### src/rtl/elastic_fifo_buffer.sv
// rtl/elastic_fifo_buffer.sv - multi-entry elastic buffer with flush, occupancy and almost-full status
// Registered-only handshake: ready_in and data_out never see ready_out or data_in combinationally.
module elastic_fifo_buffer #(
    parameter int WIDTH    = 32,
    parameter int DEPTH    = 4,
    parameter int AF_LEVEL = DEPTH - 1,
    parameter int CW       = $clog2(DEPTH + 1)
) (
    input  logic             clk,
    input  logic             reset,
    input  logic             flush,
    input  logic             valid_in,
    output logic             ready_in,
    input  logic [WIDTH-1:0] data_in,
    output logic             valid_out,
    input  logic             ready_out,
    output logic [WIDTH-1:0] data_out,
    output logic [CW-1:0]    count,
    output logic             almost_full
);

    localparam int PW = (DEPTH > 1) ? $clog2(DEPTH) : 1;

    logic [WIDTH-1:0] mem [DEPTH];
    logic [PW-1:0]    wr_ptr;
    logic [PW-1:0]    rd_ptr;
    logic [CW-1:0]    cnt;
    logic             push;
    logic             pop;

    // Explicit wrap so non-power-of-two depths work.
    function automatic logic [PW-1:0] ptr_next(input logic [PW-1:0] p);
        return (p == PW'(DEPTH - 1)) ? '0 : p + PW'(1);
    endfunction

    assign ready_in    = (cnt != CW'(DEPTH));
    assign valid_out   = (cnt != '0);
    assign data_out    = mem[rd_ptr];
    assign count       = cnt;
    assign almost_full = (cnt >= CW'(AF_LEVEL));

    assign push = valid_in & ready_in;
    assign pop  = valid_out & ready_out;

    // Storage is never cleared; a push concurrent with flush/reset is dropped.
    always_ff @(posedge clk) begin
        if (push && !flush && !reset) begin
            mem[wr_ptr] <= data_in;
        end
    end

    always_ff @(posedge clk) begin
        if (reset || flush) begin
            wr_ptr <= '0;
            rd_ptr <= '0;
            cnt    <= '0;
        end else begin
            if (push) begin
                wr_ptr <= ptr_next(wr_ptr);
            end
            if (pop) begin
                rd_ptr <= ptr_next(rd_ptr);
            end
            case ({push, pop})
                2'b10:   cnt <= cnt + CW'(1);
                2'b01:   cnt <= cnt - CW'(1);
                default: cnt <= cnt;
            endcase
        end
    end

endmodule

### config.mk
export PLATFORM = sky130hd
export DESIGN_NAME = elastic_fifo_buffer
export DESIGN_NICKNAME = d
export VERILOG_FILES = /design/src/rtl/elastic_fifo_buffer.sv
export SDC_FILE = /design/constraint.sdc
export NUM_CORES = 1
export LEC_CHECK = 0
export BUFFER_PORTS_ARGS = -buffer_cell sky130_fd_sc_hd__clkbuf_2
export CAP_MARGIN = 20
export CORE_MARGIN = 1.5
export CORE_UTILIZATION = 40
export DETAILED_ROUTE_END_ITERATION = 10
export PLACE_DENSITY_LB_ADDON = 0.25
export SYNTH_ARGS = -nofsm -noshare
export SYNTH_HDL_FRONTEND = slang
export SYNTH_SLANG_ARGS = --single-unit
### constraint.sdc
create_clock -name clk -period 4.27 [get_ports clk]
set_input_delay 0.854 -clock clk [delete_from_list [all_inputs] [get_ports clk]]
set_output_delay 0.854 -clock clk [all_outputs]
set_load 0.02 [all_outputs]
==> impl_metrics.yaml, run 1 <==
power:
  p_leak_nw: 2.10
  powerDensity_nw_per_um2: 455
  vdd_ir_drop_max_v: 0.000190
cells_and_area:
  num-fill-cells: 1041
  drive_above_1_share_pct: 44.5
  final_cells: 491
  area_growth_pct: 20.2
  diodes: 0
  nets: 353
floorplan:
  rows: 41
  core_area_um2: 12600
  dieArea_um2: 13500
  die_height_um: 116
  start_util_pct: 40.7
  fp.dieW_um: 116
  ioPinCount: 75
routing:
  wl_mm: 8.44
  drc: 0
  wl_per_cell_um: 17.2
  ant_nets: 0
  dr.pass1.iters: 4
  vias: 2355
  dr.first_iter.drc_count: 127
  via_per_inst: 4.80
synth:
  synthArstFlopShare_pct: 0
  synth_top_area_share_pct: 75.1
  synth-adder-area-share_pct: 1.86
  synth-xor-area-share_pct: 0.342
  synth-simple-area-share_pct: 2.35
  synthTopCellsByCount: "edfxtp_1, mux4_2, dfxtp_1"
  yosys_warnings: 0
  syn_area_um2: 5120
  ys_seq_area_share_pct: 78.7
  syn_nets: 267
  synth_area_leader_cell: "edfxtp_1"
  synth_ff_type: "edfxtp_1"
  synth_compound_area_share_pct: 1.30
  netlist_instances: 223
  synthTopCellsByArea: "edfxtp_1, mux4_2, dfxtp_1"
  post-synth-top-count-cell: "edfxtp_1"
  synth_top_family_by_area: "multiplexers"
  synth-edff-count: 128
  synthDistinctLibCells: 27
  syn_avg_cell_area_um2: 22.9
  synth_mux_area_share_pct: 14.1
  synth_seq_cells: 137
global_route:
  grt_max_degree: 33
  grt_pass1_vias: 2456
  grt_use_total_pct: 13.8
  antenna_found_initial: 1
  overflow: 0
  grt_pass1_wl_mm: 12.9
worst_hold_path:
  hold_path.class: "flop to flop"
worst_setup_path:
  cp_max_fo: 17
  cp_cell_sequence: "buf_4 > mux4_2 > clkbuf_2"
  r2r_setup_slack_ns: 1.80
  r2r-end: "count[2]"
  cp_slowest_cell: "dfxtp_2"
  crit_required_ns: 3.42
  path_class: "flop to primary output"
  endpoint_kind: "primary output"
  r2r_start: "count[2]"
  r2r_cells: 9
  crit_end: "data_out[17]"
  critPathLaunchType: "flop"
  critical_path_arrival_ns: 2.19
  slowest_delay_ns: 0.71
placement:
  hpwl_mm: 4.99
  placed_cells: 462
  dp_worst_setup_slack_ns: 1.59
  portBuffers: 74
  gp_congestion: 0.661
timing:
  slew_headroom_pct: 41.3
  finalHoldViolations: 0
  whs_ns: 0.501
  fin_setup_tns_ns: 0
  worstMarginPinSlew_ns: 0.881
  setup_violations: 0
  timing.fmax_ghz: 0.329
  fin_crit_ns: 3.04
  fin_ws_ns: 1.23
  rsz0062_at_grt: "no"
  slew_violations: 0
  clock_skew_ns: 0.00530
  finalCritPeriodShare_pct: 71.2
run:
  maxCapViolCount: 0
clock_tree:
  insertion_delay_ns: 0.40
  holdBufCountCts: 0
  htreeDepth: 4
  cts_tree: "done"
  numCtsBuffers: 17
  cts.path.max_buffers: 2
  root_buffer: "clkbuf_16"
  postCtsSetupBuffers: 0
  clk_pin_slew_worst_paths_ns: 0.05
  clock_sinks: 137
  cts_resized: 0
status:
  status: "finished clean"
[cell families after synthesis]
| logic type | Yosys count |
|---|---|
| AOI/OAI and AO/OA | 9 |
| xor gates and xnor gates | 2 |
| adders and majority gates | 7 |
| buffers and inverters | 16 |
| DFF | 137 |
| muxes | 32 |
| and+or+nand+nor | 20 |
[final cells by class]
| cell class | count | area, um^2 | area share, % |
|---|---|---|---|
| flip-flops and latches | 137 | 4030 | 65.5 |
| multi-input cells | 70 | 1020 | 16.6 |
| well taps | 172 | 215 | 3.50 |
| clock buffers | 23 | 448 | 7.28 |
| repair buffers | 76 | 385 | 6.27 |
| inverters | 7 | 26.3 | 0.427 |
| clock inverters | 6 | 28.8 | 0.468 |
[layout by cell type (no fill, tap or decap), types with 3 or more instances in the layout]
cell       synthesis  layout
edfxtp_1         128     128
inv_1              7       7
nor2_1             5       5
a21oi_1            3       3
clkbuf_1           3       6
and3_2             3       4
clkinv_1           0       3
ha_1               6       6
mux4_2            32      32
clkbuf_2           0      74
clkbuf_16          0      17
dfxtp_1            9       7
[flip-flops by register name (all words and copies together) (netlist names), named ones only]
register  cells
mem         128
count         3
rd_ptr        2
wr_ptr        2
[how the worst min path moves through the flow]
stage                   start    to  slack [ns]  depth (start not counted)
floorplan           rd_ptr[0]  flop        0.46                          2
global placement    rd_ptr[0]  flop        0.47                          2
detailed placement  rd_ptr[0]  flop        0.49                          2
CTS                 rd_ptr[0]  flop        0.50                          2
global route        rd_ptr[0]  flop        0.54                          2
finish              rd_ptr[0]  flop        0.50                          2
[where the power goes]
group / internal [W] / switching, W / total (W)
clock network: 0.000721 / 0.000474 / 0.00119
registers: 0.00148 / 0.00000760 / 0.00149
logic: 0.0000452 / 0.0000640 / 0.000109
[metrics by stage]
stage                     power (W)  instance area [um^2]  util [%]
final                       0.00280                  6150      48.9
after global routing        0.00290                  6150      48.9
after CTS                   0.00283                  6150      48.9
after detailed placement    0.00163                  5670      45.1
after global placement      0.00163                  5670      45.1
after floorplan             0.00158                  5120         -
[critical path, delay by kind of cell, from the launching register on]
family / cells / cell delay (ns)
multiplexers: 1 / 0.54
flip-flops: 1 / 0.71
buffers and inverters: 2 / 0.52
[routing by layer]
layer  routed length [um]  global-route usage, %  up-vias
met5                    0                      0        -
met3                  513                   5.71       15
met4                  163                   7.07        0
li1                     -                      -     1096
met2                 4010                   21.9       62
met1                 3750                   16.2     1182
No activity file was read; power rests on OpenSTA's default activity.
==> run 2, diff against run 1 <==
clock period = 2.8 ns   (was 4.27 ns; I/O delays follow)
==> run 2 against run 1 <==
- first-iteration DRC count down 20%
- setup slack worse by 0.95 ns
- non-clock buffer count up 8
- sequential power up 52%
- register-to-register slack worse by 1.5 ns
- largest power group unchanged
==> impl_metrics.yaml, run 2 (synthesis gave the netlist of run 1 again) <==
cells_and_area:
  final_common_cell: "edfxtp_1"
  final_cell_mix: "edfxtp_1, clkbuf_2, mux4_2, clkbuf_16"
  nets: 361
  num-fill-cells: 1045
  diodes: 0
  area_growth_pct: 24.7
  drive_above_1_share_pct: 48.0
  regMostFlops: "mem"
  largest_register_ffs: 128
clock_tree:
  holdBufCountCts: 0
  root_buffer: "clkbuf_16"
  cts.path.max_buffers: 2
  insertion_delay_ns: 0.40
  clk_pin_slew_worst_paths_ns: 0.06
  clock_sinks: 137
  htreeDepth: 4
  postCtsSetupBuffers: 0
  cts_resized: 0
  cts_tree: "done"
  numCtsBuffers: 17
run:
  maxCapViolCount: 0
timing:
  fin_setup_tns_ns: 0
  finalCritPeriodShare_pct: 90.0
  worstMarginPinSlew_ns: 0.602
  rsz0062_at_grt: "no"
  whs_ns: 0.378
  setup_violations: 0
  clock_skew_ns: 0.00754
  slew_headroom_pct: 59.5
  timing.fmax_ghz: 0.397
  slew_violations: 0
  finalHoldViolations: 0
  fin_crit_ns: 2.52
routing:
  drc: 0
  wl_mm: 8.85
  dr.first_iter.drc_count: 101
  wl_per_cell_um: 17.7
  via_per_inst: 4.79
  dr.pass1.iters: 4
  vias: 2401
  ant_nets: 0
floorplan:
  ioPinCount: 75
  die_height_um: 116
  dieArea_um2: 13500
  start_util_pct: 40.7
  fp.dieW_um: 116
  core_area_um2: 12600
  rows: 41
worst_setup_path:
  crit_required_ns: 3.13
  cp_max_fo: 7
  endpoint_kind: "flop"
  critPathLaunchType: "flop"
  path_class: "flop to flop"
  critical_path_arrival_ns: 2.85
global_route:
  grt_pass1_wl_mm: 13.5
  overflow: 0
  grt_pass1_vias: 2562
  grt_use_total_pct: 14.2
  antenna_found_initial: 0
  grt_max_degree: 22
power:
  powerDensity_nw_per_um2: 725
  p_leak_nw: 2.21
  vdd_ir_drop_max_v: 0.000355
worst_hold_path:
  hold_path.class: "input pin to flop"
placement:
  gp_congestion: 0.683
  portBuffers: 74
  hpwl_mm: 5.60
status:
  status: "finished clean"
-- run 2: changes by cell type in the layout (fill, tap and decap cells not counted), sizes merged --
cell	previous run	this run
clkinvlp	1	2
buf	2	10
bufinv	0	3
clkinv	5	7
clkbuf	97	92
inv	7	8
-- run 2: cell type report --
cell class / count / area, um^2 / share of cell area, %
flip-flops and latches: 137 / 4030 / 63.1
multi-input cells: 70 / 1020 / 16.0
well taps: 172 / 215 / 3.37
repair buffers: 84 / 508 / 7.96
inverters: 7 / 26.3 / 0.412
clock inverters: 13 / 154 / 2.41
clock buffers: 18 / 429 / 6.73
-- run 2: routing by layer --
layer / global-route usage (%) / part of all wire (%) / vias up
met2: 23.3 / 51 / 64
met4: 6.10 / 0.87 / 0
met3: 5.09 / 5.0 / 6
li1: - / - / 1112
met1: 17.0 / 43 / 1219
met5: 0 / 0 / -
-- run 2: where the power goes --
group	leakage (nW)	internal (W)	total [W]	switching, W
logic	0.694	0.0000730	0.000176	0.000103
registers	1.23	0.00226	0.00227	0.00000846
clock network	0.281	0.00139	0.00218	0.000788
-- run 2: critical path: stages (launching register included) --
cell and delay [ns]:
dfxtp_1 0.43, or3b_4 0.43, and2_4 0.20, inv_1 0.06
ha_1 0.18, inv_1 0.06, fa_1 0.37, xor2_1 0.16
or3_2 0.41, a21oi_1 0.16
-- run 2: path summary, 6_finish.rpt --
kind               start         end  slack, ns  cells after the start
min reg2reg    rd_ptr[0]        flop       0.50                      2
max             count[2]    count[2]       0.28                      9
min          data_in[25]  mem[3][25]       0.38                      1
max reg2reg     count[2]    count[2]       0.28                      9
-- run 2: stage by stage --
step / util, % / power [W] / std cells / area (um^2) / setup slack [ns]
6_report: 50.8 / 0.00462 / 501 / 6380 / 0.280
3_5_place_dp: 46.1 / 0.00249 / 470 / 5800 / 0.290
4_1_cts: 50.8 / 0.00467 / 501 / 6380 / 0.284
5_1_grt: 50.8 / 0.00478 / 501 / 6380 / 0.170
3_3_place_gp: 46.1 / 0.00249 / 470 / 5800 / 0.400
2_1_floorplan: - / 0.00241 / 223 / 5120 / 0.191
